**src/rtl/contador_pkg.sv**
```systemverilog
// contador_pkg: shared types and elaboration helpers for the up/down counter family
package contador_pkg;
  typedef enum logic {CNT_DOWN = 1'b0, CNT_UP = 1'b1} dir_e;
  function automatic int clog2_min1(input int n);
    return (n <= 1) ? 1 : $clog2(n);
  endfunction
endpackage

```
**src/rtl/contador_prescaler.sv**
```systemverilog
// contador_prescaler: divides enabled clocks by PRESCALE and emits a count tick
//  Clock  in  rising-edge clock
//  Reset  in  asynchronous active-high reset, clears the phase
//  Enable in  advances the phase; phase holds while low
//  Clear  in  synchronous phase clear (driven by the counter's Load)
//  tick   out high on the enabled clock that completes a PRESCALE period
module contador_prescaler
  import contador_pkg::*;
#(
  parameter int PRESCALE = 1
) (
  input  logic Clock,
  input  logic Reset,
  input  logic Enable,
  input  logic Clear,
  output logic tick
);
  localparam int PW = clog2_min1(PRESCALE);
  localparam logic [PW-1:0] LAST = PW'(PRESCALE - 1);
  logic [PW-1:0] cnt;
  assign tick = Enable & (cnt == LAST);
  always_ff @(posedge Clock or posedge Reset)
    if (Reset) cnt <= '0;
    else if (Clear) cnt <= '0;
    else if (Enable) cnt <= tick ? '0 : cnt + PW'(1);
endmodule

```
**src/rtl/contador_updown_param.sv**
```systemverilog
// contador_updown_param: parametrised up/down counter with modulus, wrap/saturate and prescaler
//  Clock         in   rising-edge clock
//  Reset         in   asynchronous active-high reset
//  Enable        in   count enable, also gates the prescaler
//  UpDown        in   1 = up, 0 = down
//  Load          in   synchronous load of min(Entrada, MOD_MAX), beats counting
//  Entrada       in   load value
//  Saida         out  current count, 0..MOD_MAX
//  TerminalCount out  count sits at the limit in the current direction
//  WrapPulse     out  one-cycle pulse on every tick taken at a limit
module contador_updown_param
  import contador_pkg::*;
#(
  parameter int WIDTH    = 4,
  parameter int MOD_MAX  = 2**WIDTH - 1,
  parameter int MODE_SAT = 0,
  parameter int PRESCALE = 1
) (
  input  logic             Clock,
  input  logic             Reset,
  input  logic             Enable,
  input  logic             UpDown,
  input  logic             Load,
  input  logic [WIDTH-1:0] Entrada,
  output logic [WIDTH-1:0] Saida,
  output logic             TerminalCount,
  output logic             WrapPulse
);
  if (WIDTH < 1 || PRESCALE < 1 || MOD_MAX < 0 ||
      longint'(MOD_MAX) >= (longint'(1) << WIDTH)) begin : g_bad_param
    $error("contador_updown_param: invalid WIDTH/MOD_MAX/PRESCALE");
  end
  localparam logic [WIDTH-1:0] MAXV = WIDTH'(MOD_MAX);
  localparam bit SAT = MODE_SAT != 0;
  dir_e dir;
  logic tick, at_top, at_bot;
  logic [WIDTH-1:0] step, load_v;
  contador_prescaler #(.PRESCALE(PRESCALE)) u_pre (
    .Clock  (Clock),
    .Reset  (Reset),
    .Enable (Enable),
    .Clear  (Load),
    .tick   (tick)
  );
  assign dir           = dir_e'(UpDown);
  assign at_top        = Saida == MAXV;
  assign at_bot        = Saida == '0;
  assign TerminalCount = (dir == CNT_UP) ? at_top : at_bot;
  assign load_v        = (Entrada > MAXV) ? MAXV : Entrada;
  // At a limit the step either wraps to the opposite limit or holds in place.
  always_comb begin
    step = (dir == CNT_UP)
         ? (at_top ? (SAT ? Saida : '0)   : Saida + WIDTH'(1))
         : (at_bot ? (SAT ? Saida : MAXV) : Saida - WIDTH'(1));
  end
  always_ff @(posedge Clock or posedge Reset)
    if (Reset) begin
      Saida     <= '0;
      WrapPulse <= 1'b0;
    end else if (Load) begin
      Saida     <= load_v;
      WrapPulse <= 1'b0;
    end else begin
      WrapPulse <= tick & TerminalCount;
      if (tick) Saida <= step;
    end
endmodule

```
**config.mk**
```make
export PLATFORM = sky130hd
export DESIGN_NAME = contador_updown_param
export DESIGN_NICKNAME = d
export VERILOG_FILES = /design/src/rtl/contador_pkg.sv /design/src/rtl/contador_prescaler.sv /design/src/rtl/contador_updown_param.sv
export SDC_FILE = /design/constraint.sdc
export NUM_CORES = 1
export LEC_CHECK = 0
export BUFFER_PORTS_ARGS = -buffer_cell sky130_fd_sc_hd__buf_2
export CELL_PAD_IN_SITES_DETAIL_PLACEMENT = 0
export CELL_PAD_IN_SITES_GLOBAL_PLACEMENT = 1
export CORE_MARGIN = 2
export CORE_UTILIZATION = 30
export CTS_CLUSTER_SIZE = 24
export DETAILED_ROUTE_END_ITERATION = 16
export GPL_ROUTABILITY_DRIVEN = 0
export PLACE_DENSITY_LB_ADDON = 0.1
export SYNTH_ARGS = -nofsm -noshare
export SYNTH_HDL_FRONTEND = slang
export SYNTH_HIERARCHICAL = 1
export SYNTH_SLANG_ARGS = --single-unit
export TNS_END_PERCENT = 1
```
**constraint.sdc**
```tcl
create_clock -name Clock -period 1.49 [get_ports Clock]
set_input_delay 0.0745 -clock Clock [delete_from_list [all_inputs] [get_ports Clock]]
set_output_delay 0.0745 -clock Clock [all_outputs]
set_load 0.005 [all_outputs]
```
==> qor.yml, run 1 <==
synth_fp_nets: 57
seq_area_um2: 150.1
cts_buffer_depth: 2
p_switching_uw: 170.6
ant_nets: 0
hold_viol_final: 0
period_minus_slack_ns: 1.586
r2r_setup_slack_ns: -0.01
fin_ws_ns: -0.09588
fill_cells: 137
seqPwrFrac: 0.344
maxSlewViolCount: 0
viasPerCell: 4.686
clkPwrFrac: 0.260
setup_viol: 2
diodes: 0
powerDensity_nw_per_um2: 869.4
die_width_um: 41.77
antenna_found_initial: 0
grt_usage: 0.1331
post-route-period-util: 1.064
violations: "negative setup slack"
synth_top_area_frac: 0.3509
final_nets: 84
post-route-util: 0.4929
clk_pin_slew_ns: 0.04
syn_avg_cell_area_um2: 9.302
synth_flop_cell: "dfrtp_1"
final_area_um2: 649.4
required_ns: 1.42
syn_to_final_growth_pct: 51.75
rows: 13
grt_first_pass_wirelength_mm: 1.718
drc: 0
clk-insertion-delay-late_ns: 0.24
dp_hpwl_um: 755.8
crit_start: "Saida[1]$_DFFE_PP0P_"
cts_made_buffers: 3
fin_worst_skew_ns: 0.0002413
synth.distinct_cells: 23
slowest_stage: "or4b_4"
wl_per_cell_um: 12.03
rsz0062_at_grt: "true"
cp_cell_sequence: "inv_2 -> ha_4 -> or4b_4 -> nand2_4 -> buf_6"
ir_drop_uv: 387.2
slew_headroom: 0.8465
combPwrFrac: 0.396
syn_inst: 46
synth-edff-count: 0
core_area_um2: 1318
initial_core_util: 0.3248
critPathArrivalTime_ns: 1.51
max_cap_viol_count: 0
die_area_um2: 1744
r2r_start: "Saida[1]$_DFFE_PP0P_"
drive_gt1_frac: 0.5211
cts_tree: "built"
synth_area_um2: 427.9
status: "complete, but fails checks"
io_buffers: 14
die_h_um: 41.77
clock_sinks: 6
synth_top_area_cell: "dfrtp_1"
grt_pass1_vias: 413
tns_ns: -0.1012
multi_input_area_um2: 290.3
ys_ff_latch: 6
pin_count: 15
max_stage_delay_ns: 0.49
cp_max_fo: 3
globalRouteOverflowTotal: 0
synthArstFlopShare: 1.000
postPlaceCellArea_um2: 535.5
tightest_slew_ns: 0.2303
p_leak_uw: 0.0003291
fmax_ghz: 0.6306
ys_seq_area_frac: 0.3509
cts_max_level: 1
hp-class: "primary input to flop"
netlist_top_cells_area: "dfrtp_1, nand2_1, xnor2_1"
crit_type: "flop to primary output"
wirelength_mm: 1.035
min_from: "Entrada[2]"
drt_iter0_markers: 5
vias: 403
p_int_uw: 393.9
root_buffer: "clkbuf_4"
cp-end-kind: "primary output"
grt_max_degree: 12
switching_share: 0.3022
yosys_warnings: 6
drtPass1Iterations: 4
cp-start-kind: "flop"
-- through the flow --
| stage | power, uW | worst slack, ns | hold WS [ns] | std cells |
|---|---|---|---|---|
| floorplan | 302.2 | 0.01132 | -0.1968 | 46 |
| global placement | 376.7 | 0.04524 | -0.08298 | 78 |
| detailed placement | 374.2 | 0.02110 | -0.07851 | 78 |
| CTS | 550.6 | -0.1046 | 0.03382 | 86 |
| global route | 612.6 | -0.1561 | 0.05406 | 86 |
| finish | 564.5 | -0.09588 | 0.04335 | 86 |
-- layout make-up --
| type | instances | area share |
|---|---|---|
| repair buffers | 23 | 0.2293 |
| clock buffers | 3 | 0.03468 |
| multi-input cells | 34 | 0.4470 |
| inverters | 5 | 0.02890 |
| well taps | 15 | 0.02890 |
| flip-flops and latches | 6 | 0.2312 |
-- flip-flops by register name (all words and copies together) (netlist names) --
register   count
Saida          4
WrapPulse      1
u_pre/cnt      1
-- placed cells by master (no fill, tap or decap), types with 2 or more instances in the layout --
cell,netlist,routed
xnor2_1,3,2
nand2_1,7,5
inv_1,5,3
ha_4,0,2
mux2_2,2,2
buf_4,0,7
dlygate4sd3_1,0,2
buf_2,0,13
o21ai_1,1,2
o21ai_0,4,3
inv_2,0,2
clkbuf_4,0,3
a21oi_1,2,2
dfrtp_1,6,6
-- metal layers --
layer / wire [um] / global-route usage / up-vias
met5: 0 / 0 / -
met4: 8 / 0.09677 / 0
met3: 52 / 0.03478 / 2
met2: 498 / 0.1938 / 12
met1: 474 / 0.1671 / 179
li1: - / - / 210
-- logic make-up (layout without fill, tap and decap cells) --
logic type | count (synthesis) | count (layout) | share of synthesized area
flops | 6 | 6 | 0.3509
compound gates | 9 | 9 | 0.1170
fa+ha+maj | 2 | 2 | 0.05847
xor+xnor | 3 | 3 | 0.06141
simple gates | 17 | 17 | 0.2661
buf+inv | 6 | 31 | 0.07018
mux | 3 | 3 | 0.07602
-- what timing repair did --
action                                 4_1_cts  5_1_grt
hold buffers                                 2        0
endpoints found under the hold margin        7        0
pin swaps                                    1        3
gates resized for setup                      3        8
setup buffers                                3        0
setup endpoints to repair                    1        4
-- worst paths after layout --
kind / to / cells after the start
worst max-delay path: TerminalCount / 5
worst min-delay path: Saida[2]$_DFFE_PP0P_ / 3
worst max register to register: Saida[3]$_DFFE_PP0P_ / 6
worst min register to register: u_pre/cnt$_DFFE_PP0P_ / 1
max in group asynchronous: Saida[2]$_DFFE_PP0P_ / 3
min in group asynchronous: u_pre/cnt$_DFFE_PP0P_ / 3
-- Yosys cell counts, types with 2 or more instances --
cell / count
ha_1: 2
inv_1: 5
xnor2_1: 3
o21ai_0: 4
a21oi_1: 2
nand2_1: 7
mux2_2: 2
dfrtp_1: 6
-- worst max-delay path, delay by kind of cell (launching register included) --
| kind | cells | cell delay (ns) |
|---|---|---|
| buffers and inverters | 2 | 0.18 |
| and+or+nand+nor | 2 | 0.59 |
| adders and majority gates | 1 | 0.13 |
| DFF | 1 | 0.38 |
-- power groups by stage --
| stage | registers (uW) | clock network (uW) | logic [uW] |
|---|---|---|---|
| detailed placement | 196 | 0 | 179 |
| global placement | 196 | 0 | 181 |
| floorplan | 205 | 0 | 96.8 |
| CTS | 193 | 159 | 199 |
| finish | 194 | 147 | 223 |
| global route | 197 | 164 | 252 |
(Power assumes the default switching activity.)
==> run 2, diff against run 1 <==
- CELL_PAD_IN_SITES_DETAIL_PLACEMENT: 0 -> 2
- CELL_PAD_IN_SITES_GLOBAL_PLACEMENT: 1 -> 2
- CORE_UTILIZATION: 30 -> 24
==> run 2 against run 1 <==
- highest routed layer unchanged
- clock-buffer cell count stayed put
- the flow still finishes with violations (negative setup slack)
- wire length is 26% higher
- utilization is 12 points lower
- critical path depth stayed put
- combinational power is 4% lower
- sequential share of layout area is 0.55 points higher
- sequential power hardly changed
- via count is 4.7% higher
==> qor.yml, run 2 (synthesized netlist as in run 1, its figures left out) <==
fin_cells: 96  # was 86
drtPass1Iterations: 2  # was 4
worst_r2r_endpoint: "WrapPulse$_DFF_PP0_"  # was Saida[3]$_DFFE_PP0P_
r2r_start: "Saida[1]$_DFFE_PP0P_"  # unchanged
cp-start-kind: "flop"  # unchanged
rsz0062_at_grt: "true"  # unchanged
min_to: "u_pre/cnt$_DFFE_PP0P_"  # was Saida[2]$_DFFE_PP0P_
fin_ws_ns: -0.08680  # was -0.09588 ns
cts_made_buffers: 3  # unchanged
largest_register: "Saida"  # unchanged
ir_drop_uv: 390.1  # was 387.2 uV
r2r_setup_slack_ns: 0.01  # was -0.01 ns
violations: "negative setup slack"  # unchanged
clock_sinks: 6  # unchanged
dp_hpwl_um: 988.8  # was 755.8 um
seq_area_um2: 150.1  # unchanged
antenna_found_initial: 0  # unchanged
post-route-period-util: 1.058  # was 1.064
grt_pass1_vias: 443  # was 413
hp-class: "primary input to flop"  # unchanged
root_buffer: "clkbuf_4"  # unchanged
status: "complete, but fails checks"  # unchanged
tightest_slew_ns: 0.2187  # was 0.2303 ns
pin_count: 15  # unchanged
placedCellCount: 89  # was 78
ant_nets: 0  # unchanged
powerDensity_nw_per_um2: 888.0  # was 869.4 nW/um^2
largestRegisters: "Saida (4), WrapPulse (1), u_pre/cnt (1)"  # unchanged
hold_viol_final: 0  # unchanged
cp_cell_sequence: "inv_2 -> ha_4 -> or4b_4 -> nand2_2 -> buf_6"  # was inv_2 -> ha_4 -> or4b_4 -> nand2_4 -> buf_6
final_cell_mix: "buf_2, buf_4, dfrtp_1, nand2_1"  # was buf_2, buf_4, dfrtp_1
cts_buffer_depth: 2  # unchanged
die_area_um2: 2137  # was 1744 um^2
vias: 422  # was 403
drive_gt1_frac: 0.5070  # was 0.5211
fill_cells: 195  # was 137
core_area_um2: 1708  # was 1318 um^2
io_buffers: 14  # unchanged
grt_usage: 0.1394  # was 0.1331
r2r_cells: 6  # unchanged
final_nets: 84  # unchanged
slew_headroom: 0.8540  # was 0.8465
clk_pin_slew_ns: 0.04  # about the same
critPathArrivalTime_ns: 1.50  # was 1.51 ns
grt_first_pass_wirelength_mm: 2.001  # was 1.718 mm
rows: 15  # was 13
die_h_um: 46.23  # was 41.77 um
holdPathStages: 2  # was 3
post-route-util: 0.3714  # was 0.4929
die_width_um: 46.23  # was 41.77 um
initial_core_util: 0.2505  # was 0.3248
cts_tree: "built"  # unchanged
setup_viol: 1  # was 2
fmax_ghz: 0.6342  # was 0.6306 GHz
largest_register_ff_count: 4  # unchanged
crit_type: "flop to primary output"  # unchanged
mostFrequentLayoutCell: "buf_2"  # unchanged
grt_max_degree: 11  # was 12
maxSlewViolCount: 0  # unchanged
drc: 0  # unchanged
max_stage_delay_ns: 0.48  # was 0.49 ns
tns_ns: -0.08680  # was -0.1012 ns
multi_input_area_um2: 265.3  # was 290.3 um^2
clk-insertion-delay-late_ns: 0.25  # was 0.24 ns
drt_iter0_markers: 3  # was 5
globalRouteOverflowTotal: 0  # unchanged
max_cap_viol_count: 0  # unchanged
wirelength_mm: 1.300  # was 1.035 mm
viasPerCell: 4.396  # was 4.686
hold_slack_ns: 0.006491  # was 0.04335 ns
cp_max_fo: 3  # unchanged
place_ws_ns: 0.005371  # was 0.02110 ns
cts_max_level: 1  # unchanged
required_ns: 1.42  # about the same
wl_per_cell_um: 13.54  # was 12.03 um
crit_buf_inv: 2  # unchanged
fin_worst_skew_ns: 0.0003451  # was 0.0002413 ns
slowest_stage: "or4b_4"  # unchanged
cp-end-kind: "primary output"  # unchanged
min_from: "Enable"  # was Entrada[2]
diodes: 0  # unchanged
p_leak_uw: 0.0003210  # was 0.0003291 uW
cp_top_family: "simple AND/OR/NAND/NOR gates"  # unchanged
period_minus_slack_ns: 1.577  # was 1.586 ns
syn_to_final_growth_pct: 48.25  # was 51.75%
[run 2: cell types whose count changed in the layout (fill, tap and decap cells not counted), sizes merged]
cell	delta
buf	+1
dlygate4sd3	-1
[run 2: area by class of cell]
| class | instances | area share |
|---|---|---|
| tap | 25 | 0.04931 |
| inverter | 5 | 0.02959 |
| sequential | 6 | 0.2367 |
| timing repair buffer | 23 | 0.2308 |
| multi-input combinational | 34 | 0.4181 |
| clock buffer | 3 | 0.03550 |
[run 2: worst max-delay path by stage]
stage / start / endpoint / slack (ns) / cells after the start
after detailed placement: Saida[0]$_DFFE_PP0P_ / Saida[3]$_DFFE_PP0P_ / 0.005 / 6
after CTS: Saida[1]$_DFFE_PP0P_ / TerminalCount / -0.11 / 5
final: Saida[1]$_DFFE_PP0P_ / TerminalCount / -0.09 / 5
after global placement: Saida[0]$_DFFE_PP0P_ / Saida[3]$_DFFE_PP0P_ / 0.05 / 6
after global routing: Saida[1]$_DFFE_PP0P_ / TerminalCount / -0.14 / 5
after floorplan: Saida[0]$_DFFE_PP0P_ / Saida[3]$_DFFE_PP0P_ / 0.01 / 6
[run 2: per-layer routing]
layer  wire length, um  track usage
met1               572       0.1655
met2               636       0.2278
met3                77      0.03922
met4                14      0.06857
met5                 0            0
[run 2: what timing repair did]
action                                 CTS  global route
endpoints found under the hold margin    6             0
hold buffers                             1             0
pin swaps                                2             1
setup endpoints to repair                2             4
resized for setup                        4             3
buffers inserted                         1             2
[run 2: where the power goes]
group          switching (uW)  leakage, uW  total (uW)  internal (uW)
Clock                    62.0    0.0000138         153           91.3
Sequential               14.7    0.0000760         195            180
Combinational             101     0.000231         215            114
[run 2: stage by stage]
step,instance area (um^2),total power (uW)
2_1_floorplan,427.9,302.2
3_3_place_gp,555.5,383.6
3_5_place_dp,555.5,383.5
4_1_cts,610.6,558.9
5_1_grt,634.4,605.0
6_report,634.4,563.3
==> run 3, diff against run 2 <==
- CORE_MARGIN: 2 -> 10
- SLEW_MARGIN: default -> 40
- SYNTH_HIERARCHICAL: 1 -> default
==> run 3 against run 2 <==
- the run still ends with negative setup slack left
- maximum frequency is 5.7% lower
- combinational power grew 27%
- wire length up 18%
- register-to-register slack got worse by 0.18 ns
- first-iteration DRC count rose by 67%
- worst hold slack improved by 0.027 ns
- largest cell class unchanged
- largest power group unchanged
==> qor.yml, run 3 <==
status: "complete, but fails checks"  # unchanged
violations: "negative setup slack"  # unchanged
cts_made_buffers: 3  # unchanged
synth.distinct_cells: 26  # was 23
min_to: "Saida[0]$_DFFE_PP0P_"  # was u_pre/cnt$_DFFE_PP0P_
globalRouteMet1Util: 0.09640  # was 0.1655
required_ns: 1.42  # about the same
post-route-period-util: 1.122  # was 1.058
fin_worst_skew_ns: 0.004474  # was 0.0003451 ns
ys_ff_latch: 6  # unchanged
final_nets: 90  # was 84
min_from: "Entrada[0]"  # was Enable
powerDensity_nw_per_um2: 956.5  # was 888.0 nW/um^2
use_met2: 0.1305  # was 0.2278
cts_setup_buffers: 0  # was 1
setup_viol: 3  # was 1
critPathArrivalTime_ns: 1.60  # was 1.50 ns
cts_max_level: 1  # unchanged
synth_top_area_frac: 0.3191  # was 0.3509
largest_register: "Saida"  # unchanged
fmax_ghz: 0.5983  # was 0.6342 GHz
holdPathStages: 3  # was 2
synth_flop_cell: "dfrtp_1"  # unchanged
tns_ns: -0.4430  # was -0.08680 ns
root_buffer: "clkbuf_4"  # unchanged
synth_area_um2: 470.5  # was 427.9 um^2
netlist_top_cells_area: "dfrtp_1, ha_1, a211oi_1"  # was dfrtp_1, nand2_1, xnor2_1
hold_slack_ns: 0.03315  # was 0.006491 ns
r2r_cells: 6  # unchanged
cp-end-kind: "primary output"  # unchanged
wl_per_cell_um: 15.02  # was 13.54 um
globalRouteOverflowTotal: 0  # unchanged
rsz0062_at_grt: "true"  # unchanged
antenna_found_initial: 0  # unchanged
maxSlewViolCount: 0  # unchanged
die_width_um: 64.28  # was 46.23 um
busiest_layer: "met2"  # unchanged
tightest_slew_ns: 0.3875  # was 0.2187 ns
r2r_setup_slack_ns: -0.17  # was 0.01 ns
largest_register_ff_count: 4  # unchanged
synth_top_area_cell: "dfrtp_1"  # unchanged
yosys_warnings: 0  # was 6
die_area_um2: 4131  # was 2137 um^2
clk-insertion-delay-late_ns: 0.25  # about the same
wirelength_mm: 1.532  # was 1.300 mm
vias: 471  # was 422
placedCellCount: 97  # was 89
use_met3: 0.03659  # was 0.03922
clk_pin_slew_ns: 0.06  # was 0.04 ns
dp_hpwl_mm: 1.151  # was 988.8 um
ys_top_cells_by_count: "dfrtp_1, inv_1, nor2_1, o21ai_0"  # was nand2_1, dfrtp_1, inv_1, o21ai_0, xnor2_1
io_buffers: 14  # unchanged
synth-edff-count: 0  # unchanged
ir_drop_uv: 554.2  # was 390.1 uV
syn_avg_cell_area_um2: 8.712  # was 9.302 um^2
cp-start-kind: "flop"  # unchanged
cts_buffer_depth: 2  # unchanged
drc: 0  # unchanged
die_h_um: 64.28  # was 46.23 um
final_cell_mix: "buf_2, buf_4, nor2_1"  # was buf_2, buf_4, dfrtp_1, nand2_1
ant_nets: 0  # unchanged
max_cap_viol_count: 0  # unchanged
period_minus_slack_ns: 1.672  # was 1.577 ns
cts_tree: "built"  # unchanged
ys_seq_area_frac: 0.3191  # was 0.3509
finalPower_uw: 637.9  # was 563.3 uW
initial_core_util: 0.2639  # was 0.2505
syn_inst: 54  # was 46
core_area_um2: 1783  # was 1708 um^2
viasPerCell: 4.618  # was 4.396
diodes: 0  # unchanged
mostFrequentLayoutCell: "buf_2"  # unchanged
slew_headroom: 0.7417  # was 0.8540
grt_usage: 0.08092  # was 0.1394
clock_sinks: 6  # unchanged
syn_to_final_growth_pct: 41.76  # was 48.25%
pin_count: 15  # unchanged
synth_fp_nets: 65  # was 57
fin_cells: 102  # was 96
r2r_start: "Saida[0]$_DFFE_PP0P_"  # was Saida[1]$_DFFE_PP0P_
largestRegisters: "Saida (4), WrapPulse (1), u_pre.cnt (1)"  # was Saida (4), WrapPulse (1), u_pre/cnt (1)
cp_max_fo: 3  # unchanged
synthArstFlopShare: 1.000  # unchanged
drt_iter0_markers: 5  # was 3
grt_max_degree: 12  # was 11
fin_ws_ns: -0.1815  # was -0.08680 ns
worst_r2r_endpoint: "Saida[3]$_DFFE_PP0P_"  # was WrapPulse$_DFF_PP0_
drtPass1Iterations: 4  # was 2
p_leak_uw: 0.0003177  # was 0.0003210 uW
rows: 15  # unchanged
grt_pass1_vias: 541  # was 443
grt_first_pass_wirelength_mm: 2.677  # was 2.001 mm
drive_gt1_frac: 0.4545  # was 0.5070
hp-class: "primary input to flop"  # unchanged
hold_viol_final: 0  # unchanged
crit_type: "flop to primary output"  # unchanged
run 3: cell types whose count changed in the layout (fill, tap and decap cells not counted), moves of 2 or more:
cell      change
a211oi_1      +3
dfrtp_1       -2
dfrtp_2       +2
inv_1         +2
nand2_1       -3
nand2b_1      +2
nor2_1        +5
xnor2_1       -3
xor2_1        +2
run 3: worst max-delay path by stage:
stage                     slack [ns]  depth (start not counted)              endpoint                 start
after global routing           -0.30                          5         TerminalCount  Saida[1]$_DFFE_PP0P_
after CTS                      -0.21                          6  Saida[3]$_DFFE_PP0P_  Saida[1]$_DFFE_PP0P_
after global placement         -0.13                          6  Saida[3]$_DFFE_PP0P_  Saida[1]$_DFFE_PP0P_
after floorplan                 -0.1                          6  Saida[3]$_DFFE_PP0P_  Saida[0]$_DFFE_PP0P_
final                          -0.18                          5         TerminalCount  Saida[0]$_DFFE_PP0P_
after detailed placement       -0.16                          6  Saida[3]$_DFFE_PP0P_  Saida[1]$_DFFE_PP0P_
run 3: metrics by stage:
step / util / setup slack, ns / instance area [um^2]
finish: 0.3740 / -0.1815 / 666.9
global route: 0.3740 / -0.3041 / 666.9
CTS: 0.3740 / -0.2143 / 666.9
detailed placement: 0.3404 / -0.1623 / 606.8
global placement: 0.3404 / -0.1318 / 606.8
floorplan: - / -0.09794 / 475.5
run 3: worst max-delay path, stage by stage (launching register included):
cell	delay, ns
dfrtp_2	0.40
inv_2	0.05
ha_1	0.14
or3b_4	0.40
o21ai_1	0.19
buf_2	0.15
run 3: metal layers:
metal | vias up | share of wire
li1 | 233 | -
met1 | 227 | 0.47
met2 | 11 | 0.50
met3 | 0 | 0.028
met4 | 0 | 0
met5 | - | 0
run 3: area by class of cell:
class                      count  area, um^2
timing repair buffer          24       150.1
fill                         212        1116
sequential                     6       152.6
clock buffer                   3       22.52
tap                           25       31.28
inverter                       6       22.52
multi-input combinational     38       287.8
run 3: logic make-up after synthesis:
family                     share of synthesized area
DFF                                           0.3191
buffers and inverters                         0.1117
AOI/OAI and AO/OA                             0.1888
adders and majority gates                    0.05318
muxes                                        0.04521
xor gates and xnor gates                     0.03724
and+or+nand+nor                               0.2447
run 3: where the power goes:
part	switching, uW	internal, uW	total [uW]
registers	14.7	184	198
logic	135	139	274
clock network	73.6	92.2	166
run 3: timing repair:
action,4_1_cts,5_1_grt
hold buffers,2,0
gates cloned,0,0
endpoints found under the hold margin,7,0
resized for setup,4,0
setup endpoints to repair,5,5
